### config.mk
export PLATFORM = sky130hd
export DESIGN_NAME = uart_tx_controller
export DESIGN_NICKNAME = d
export VERILOG_FILES = /design/src/rtl/uart_tx_controller.sv
export SDC_FILE = /design/constraint.sdc
export NUM_CORES = 1
export LEC_CHECK = 0
export ABC_AREA = 1
export CAP_MARGIN = 0
export CORE_AREA = 4 4 79 44
export DETAILED_ROUTE_END_ITERATION = 8
export DIE_AREA = 0 0 83 48
export PLACE_DENSITY = 0.82
export REMOVE_ABC_BUFFERS = 1
export SYNTH_ARGS = -nofsm -noshare
export SYNTH_HDL_FRONTEND = slang
export SYNTH_SLANG_ARGS = --single-unit
### constraint.sdc
create_clock -name clk -period 2.1 [get_ports clk]
set_clock_uncertainty 0.1 [all_clocks]
set_input_delay 0.42 -clock clk [delete_from_list [all_inputs] [get_ports clk]]
set_output_delay 0.42 -clock clk [all_outputs]
set_load 0.05 [all_outputs]
### src/rtl/uart_tx_controller.sv
// UART transmitter: 8 data bits LSB first, 1 stop bit, one-byte holding register for gapless frames.
// Define UART_TX_PARITY_EN to insert an even-parity bit after data bit 7.
module uart_tx_controller #(
  parameter int TX_OVERSAMPLE = 16
) (
  input  logic       clk,
  input  logic       reset,
  input  logic       i_Tx_Valid,
  input  logic [7:0] i_Tx_Byte,
  output logic       o_Tx_Ready,
  output logic       o_Tx_Serial,
  output logic       o_Tx_Active,
  output logic       o_Tx_Done
);

  localparam int            CW       = $clog2(TX_OVERSAMPLE);
  localparam logic [CW-1:0] CNT_LAST = CW'(TX_OVERSAMPLE - 1);

  typedef enum logic [2:0] {
    S_IDLE   = 3'd0,
    S_START  = 3'd1,
    S_DATA   = 3'd2,
`ifdef UART_TX_PARITY_EN
    S_PARITY = 3'd3,
`endif
    S_STOP   = 3'd4
  } state_t;

  state_t        state_q;
  logic [CW-1:0] cnt_q;
  logic [CW-1:0] cnt_d;
  logic [2:0]    idx_q;
  logic [7:0]    shift_q;
  logic [7:0]    hold_q;
  logic          full_q;
  logic          serial_q;
  logic          done_q;
  logic          bit_end;
  logic          accept;

  assign bit_end = (cnt_q == CNT_LAST);
  assign cnt_d   = bit_end ? '0 : cnt_q + CW'(1);
  assign accept  = i_Tx_Valid && !full_q;

  assign o_Tx_Ready  = ~full_q;
  assign o_Tx_Serial = serial_q;
  assign o_Tx_Active = (state_q != S_IDLE);
  assign o_Tx_Done   = done_q;

  // Accept and drain are mutually exclusive on full_q, so their writes never collide.
  always_ff @(posedge clk or posedge reset) begin
    if (reset) begin
      state_q  <= S_IDLE;
      cnt_q    <= '0;
      idx_q    <= 3'd0;
      shift_q  <= 8'h00;
      hold_q   <= 8'h00;
      full_q   <= 1'b0;
      serial_q <= 1'b1;
      done_q   <= 1'b0;
    end else begin
      done_q <= 1'b0;
      if (accept) begin
        hold_q <= i_Tx_Byte;
        full_q <= 1'b1;
      end
      case (state_q)
        S_IDLE: begin
          cnt_q <= '0;
          idx_q <= 3'd0;
          if (full_q) begin
            shift_q  <= hold_q;
            full_q   <= 1'b0;
            state_q  <= S_START;
            serial_q <= 1'b0;
          end else begin
            serial_q <= 1'b1;
          end
        end
        S_START: begin
          cnt_q <= cnt_d;
          if (bit_end) begin
            state_q  <= S_DATA;
            idx_q    <= 3'd0;
            serial_q <= shift_q[0];
          end
        end
        S_DATA: begin
          cnt_q <= cnt_d;
          if (bit_end) begin
            if (idx_q == 3'd7) begin
`ifdef UART_TX_PARITY_EN
              state_q  <= S_PARITY;
              serial_q <= ^shift_q;
`else
              state_q  <= S_STOP;
              serial_q <= 1'b1;
`endif
            end else begin
              idx_q    <= idx_q + 3'd1;
              serial_q <= shift_q[idx_q + 3'd1];
            end
          end
        end
`ifdef UART_TX_PARITY_EN
        S_PARITY: begin
          cnt_q <= cnt_d;
          if (bit_end) begin
            state_q  <= S_STOP;
            serial_q <= 1'b1;
          end
        end
`endif
        S_STOP: begin
          cnt_q <= cnt_d;
          if (bit_end) begin
            done_q <= 1'b1;
            if (full_q) begin
              shift_q  <= hold_q;
              full_q   <= 1'b0;
              state_q  <= S_START;
              serial_q <= 1'b0;
            end else begin
              state_q  <= S_IDLE;
              serial_q <= 1'b1;
            end
          end
        end
        default: begin
          state_q  <= S_IDLE;
          cnt_q    <= '0;
          serial_q <= 1'b1;
        end
      endcase
    end
  end

endmodule

==> results of run 1 <==
-- placed cells by master (no fill, tap or decap) --
cell type,netlist,layout
o21ai_0,2,2
o31ai_1,1,1
o21ai_1,2,2
nand2_1,45,45
or2_1,1,1
nor2_1,14,14
dfstp_2,1,1
inv_2,1,1
clkdlybuf4s50_1,0,11
bufinv_16,0,1
inv_1,16,16
nand3_1,12,12
o21ai_2,2,2
clkbuf_8,0,5
mux2_2,6,6
nand2_4,1,1
xor2_1,1,1
nand3_4,1,1
ha_1,3,3
buf_4,0,5
nor2_2,2,2
nand3_2,2,2
clkinv_2,0,1
a21oi_1,4,4
dfrtp_1,28,28
nand2_2,3,3
or2_2,1,1
o2111ai_1,1,1
-- per-stage QoR --
stage	area [sq um]	worst slack [ps]	util
global placement	1550	469.5	0.5463
floorplan	1353	586.0	-
finish	1654	206.3	0.5829
global route	1654	180.3	0.5829
CTS	1654	192.3	0.5829
detailed placement	1550	435.2	0.5463
-- Yosys cell counts --
| cell type | count | area [sq um] |
|---|---|---|
| inv_2 | 1 | 3.750 |
| nand3_1 | 12 | 60.06 |
| o31ai_1 | 1 | 7.510 |
| o21ai_1 | 2 | 10.01 |
| dfrtp_1 | 28 | 700.7 |
| nand2_4 | 1 | 11.26 |
| nor2_2 | 2 | 12.51 |
| inv_1 | 16 | 60.06 |
| or2_1 | 1 | 6.260 |
| mux2_2 | 6 | 67.56 |
| or2_2 | 1 | 6.260 |
| nand3_4 | 1 | 17.52 |
| nor2_1 | 14 | 52.55 |
| nand2_2 | 3 | 18.77 |
| dfstp_2 | 1 | 26.28 |
| nand3_2 | 2 | 20.02 |
| nand2_1 | 45 | 168.9 |
| a21oi_1 | 4 | 20.02 |
| o21ai_0 | 2 | 10.01 |
| ha_1 | 3 | 37.54 |
| xor2_1 | 1 | 8.760 |
| o2111ai_1 | 1 | 8.760 |
| o21ai_2 | 2 | 17.52 |
| buf_2 | 1 | 5.000 |
-- metal layers --
layer / GRT usage / wire, um / up-vias / share of wire
met4: 0.06189 / 23 / 0 / 0.0089
li1: - / - / 524 / -
met2: 0.2357 / 1095 / 30 / 0.43
met5: 0 / 0 / - / 0
met1: 0.1840 / 1266 / 461 / 0.49
met3: 0.05670 / 191 / 5 / 0.074
-- layout make-up --
class                   count  area share
clock buffers               5     0.04160
clock inverters             2     0.02118
inverters                  17     0.03858
multi-input cells         104      0.3396
flip-flops and latches     29      0.4395
well taps                  40     0.03026
repair buffers             16     0.08926
-- state kept, by name, indices dropped and copies added (netlist names) --
| name | flops |
|---|---|
| cnt_q | 4 |
| hold_q | 8 |
| o_Tx_Done | 1 |
| o_Tx_Serial | 1 |
| state_q | 3 |
| shift_q | 8 |
| idx_q | 3 |
| full_q | 1 |
-- tightest hold or removal path, cell delays in order, from the launching register on --
cell	delay (ps)
dfrtp_1	340
nand2_1	50
nand2_1	40
-- power groups by stage --
stage | logic, mW | registers [mW] | clock network (mW)
2_1_floorplan | 0.716 | 0.957 | 0
3_3_place_gp | 0.932 | 0.958 | 0
3_5_place_dp | 0.971 | 0.977 | 0
4_1_cts | 0.976 | 0.967 | 0.558
5_1_grt | 1.10 | 0.994 | 0.582
6_report | 0.971 | 0.970 | 0.540
-- how the worst min path moves through the flow --
stage,to,slack (ps),cells after the start
2_1_floorplan,shift_q[0]$_DFFE_PP0P_,340,2
3_3_place_gp,shift_q[3]$_DFFE_PP0P_,360,2
3_5_place_dp,shift_q[3]$_DFFE_PP0P_,370,2
4_1_cts,shift_q[3]$_DFFE_PP0P_,380,2
5_1_grt,shift_q[7]$_DFFE_PP0P_,400,2
6_report,shift_q[3]$_DFFE_PP0P_,380,2
-- kinds of logic after synthesis --
family                   share of synthesized area
multiplexers                               0.04977
AND/OR/NAND/NOR                             0.2756
flip-flops                                  0.5355
XOR/XNOR                                  0.006453
adder cells (fa/ha/maj)                    0.02765
buffers and inverters                      0.05069
AO/OA/AOI/OAI                              0.05438
==> results.yml, run 1 <==
outcome:
  status: "completed"
power_and_ir_drop:
  sequentialPowerShare: 0.391
  p_int_mw: 1.501
  powerDensity_mw_per_mm2: 1500
  p_clk_frac: 0.218
  max-vdd-ir-drop_mv: 0.5728
  swShare: 0.3951
  p_switching_mw: 0.9804
  power.total_mw: 2.482
  power_leakage_nw: 0.8348
  share_comb_of_total_power: 0.391
detailed_routing:
  drt_pass1_iterations: 4
  avgRoutedWirePerCell_um: 12.09
  vias_per_cell: 4.789
  initialDrtViolationCount: 60
  via_count: 1020
  ant_nets: 0
  drt-total-wl_um: 2576
  drc: 0
sta:
  final_hold_viol_count: 0
  period_share: 0.9018
  rsz0062_at_grt: "no"
  tns_ps: 0
  setup_viol: 0
  holdWs_ps: 375.3
  final-max-slew-violation-count: 0
  min_period_ps: 1894
  tightest_slew_ps: 487.3
  slew_headroom: 0.6741
  clock.fmax_mhz: 528.1
cells_and_area:
  final_nets: 187
  synthToLayoutAreaGrowth_pct: 21.84
  num_antenna_cells: 0
  regArea_sq_um: 726.9
  fillers: 253
  drive_above_1_share: 0.1850
  stdcell_count: 213
  multiInputGateArea_sq_um: 561.8
floorplanning:
  die_h_um: 48
  initial_core_util: 0.4784
  io_pins: 15
  coreArea_sq_mm: 0.002838
  dieArea_sq_mm: 0.003984
  die_w_um: 83
  row_count: 14
hold_path:
  hp-class: "reg -> reg"
  min_from: "hold_q[3]$_DFFE_PP0P_"
placed_design:
  dp_cells: 206
  io_buffers: 14
  dpl.hpwl_um: 1994
  place.gp.congestion: 0.7920
setup_path:
  max_stage_delay_ps: 790
  cp_slowest_cell: "clkdlybuf4s50_1"
  crit_type: "reg -> out"
  cp_max_fo: 1
  critPathTopFamily: "buffers and inverters"
  reg2regPathDepth: 8
  start_kind: "register"
  arrival_ps: 1370
  reg2reg_to: "o_Tx_Serial$_DFFE_PP1P_"
  r2r_slack_ps: 410
  crit_cells: 1
  end_kind: "output pin"
  r2r-start: "idx_q[0]$_DFFE_PP0P_"
  path_cells: "clkdlybuf4s50_1"
  crit_start: "o_Tx_Done$_DFF_PP0_"
  endpoint: "o_Tx_Done"
  cp.required_ps: 1580
  cp_num_buf_inv: 1
logic_synthesis:
  synth_cell_types: 24
  yosys_register_bits: 29
  ys_warn_count: 0
  synth.avg_cell_area_sq_um: 8.990
  synth.cell_area_sq_mm: 0.001358
  netlist_instances: 151
  yosysSeqAreaShare: 0.5355
global_route:
  grt_first_pass_wirelength_um: 4422
  grt.total_usage: 0.1467
  grt_max_degree: 30
  grt_pass1_vias: 1052
  grt-ovfl-total: 0
  antenna_found_initial: 0
clock_network:
  clock-sinks: 29
  cts_made_buffers: 5
  cts_tree: "done"
  clkLatencyLatePin_ps: 270
  cts-resized-gates: 0
  hold_buffers: 0
  clk_pin_slew_ps: 60
  clk_path_buf_depth: 2
  postCtsSetupBuffers: 0
  cts_root_buffer: "clkbuf_8"
  htree_levels: 2
flow_run:
  maxCapViolCount: 0
(Power assumes the default switching activity.)
==> run 2, diff against run 1 <==
Settings changed: CAP_MARGIN 0 to 20.
==> results of run 2 <==
No change in the layout: final DEF, timing and power equal those of run 1.
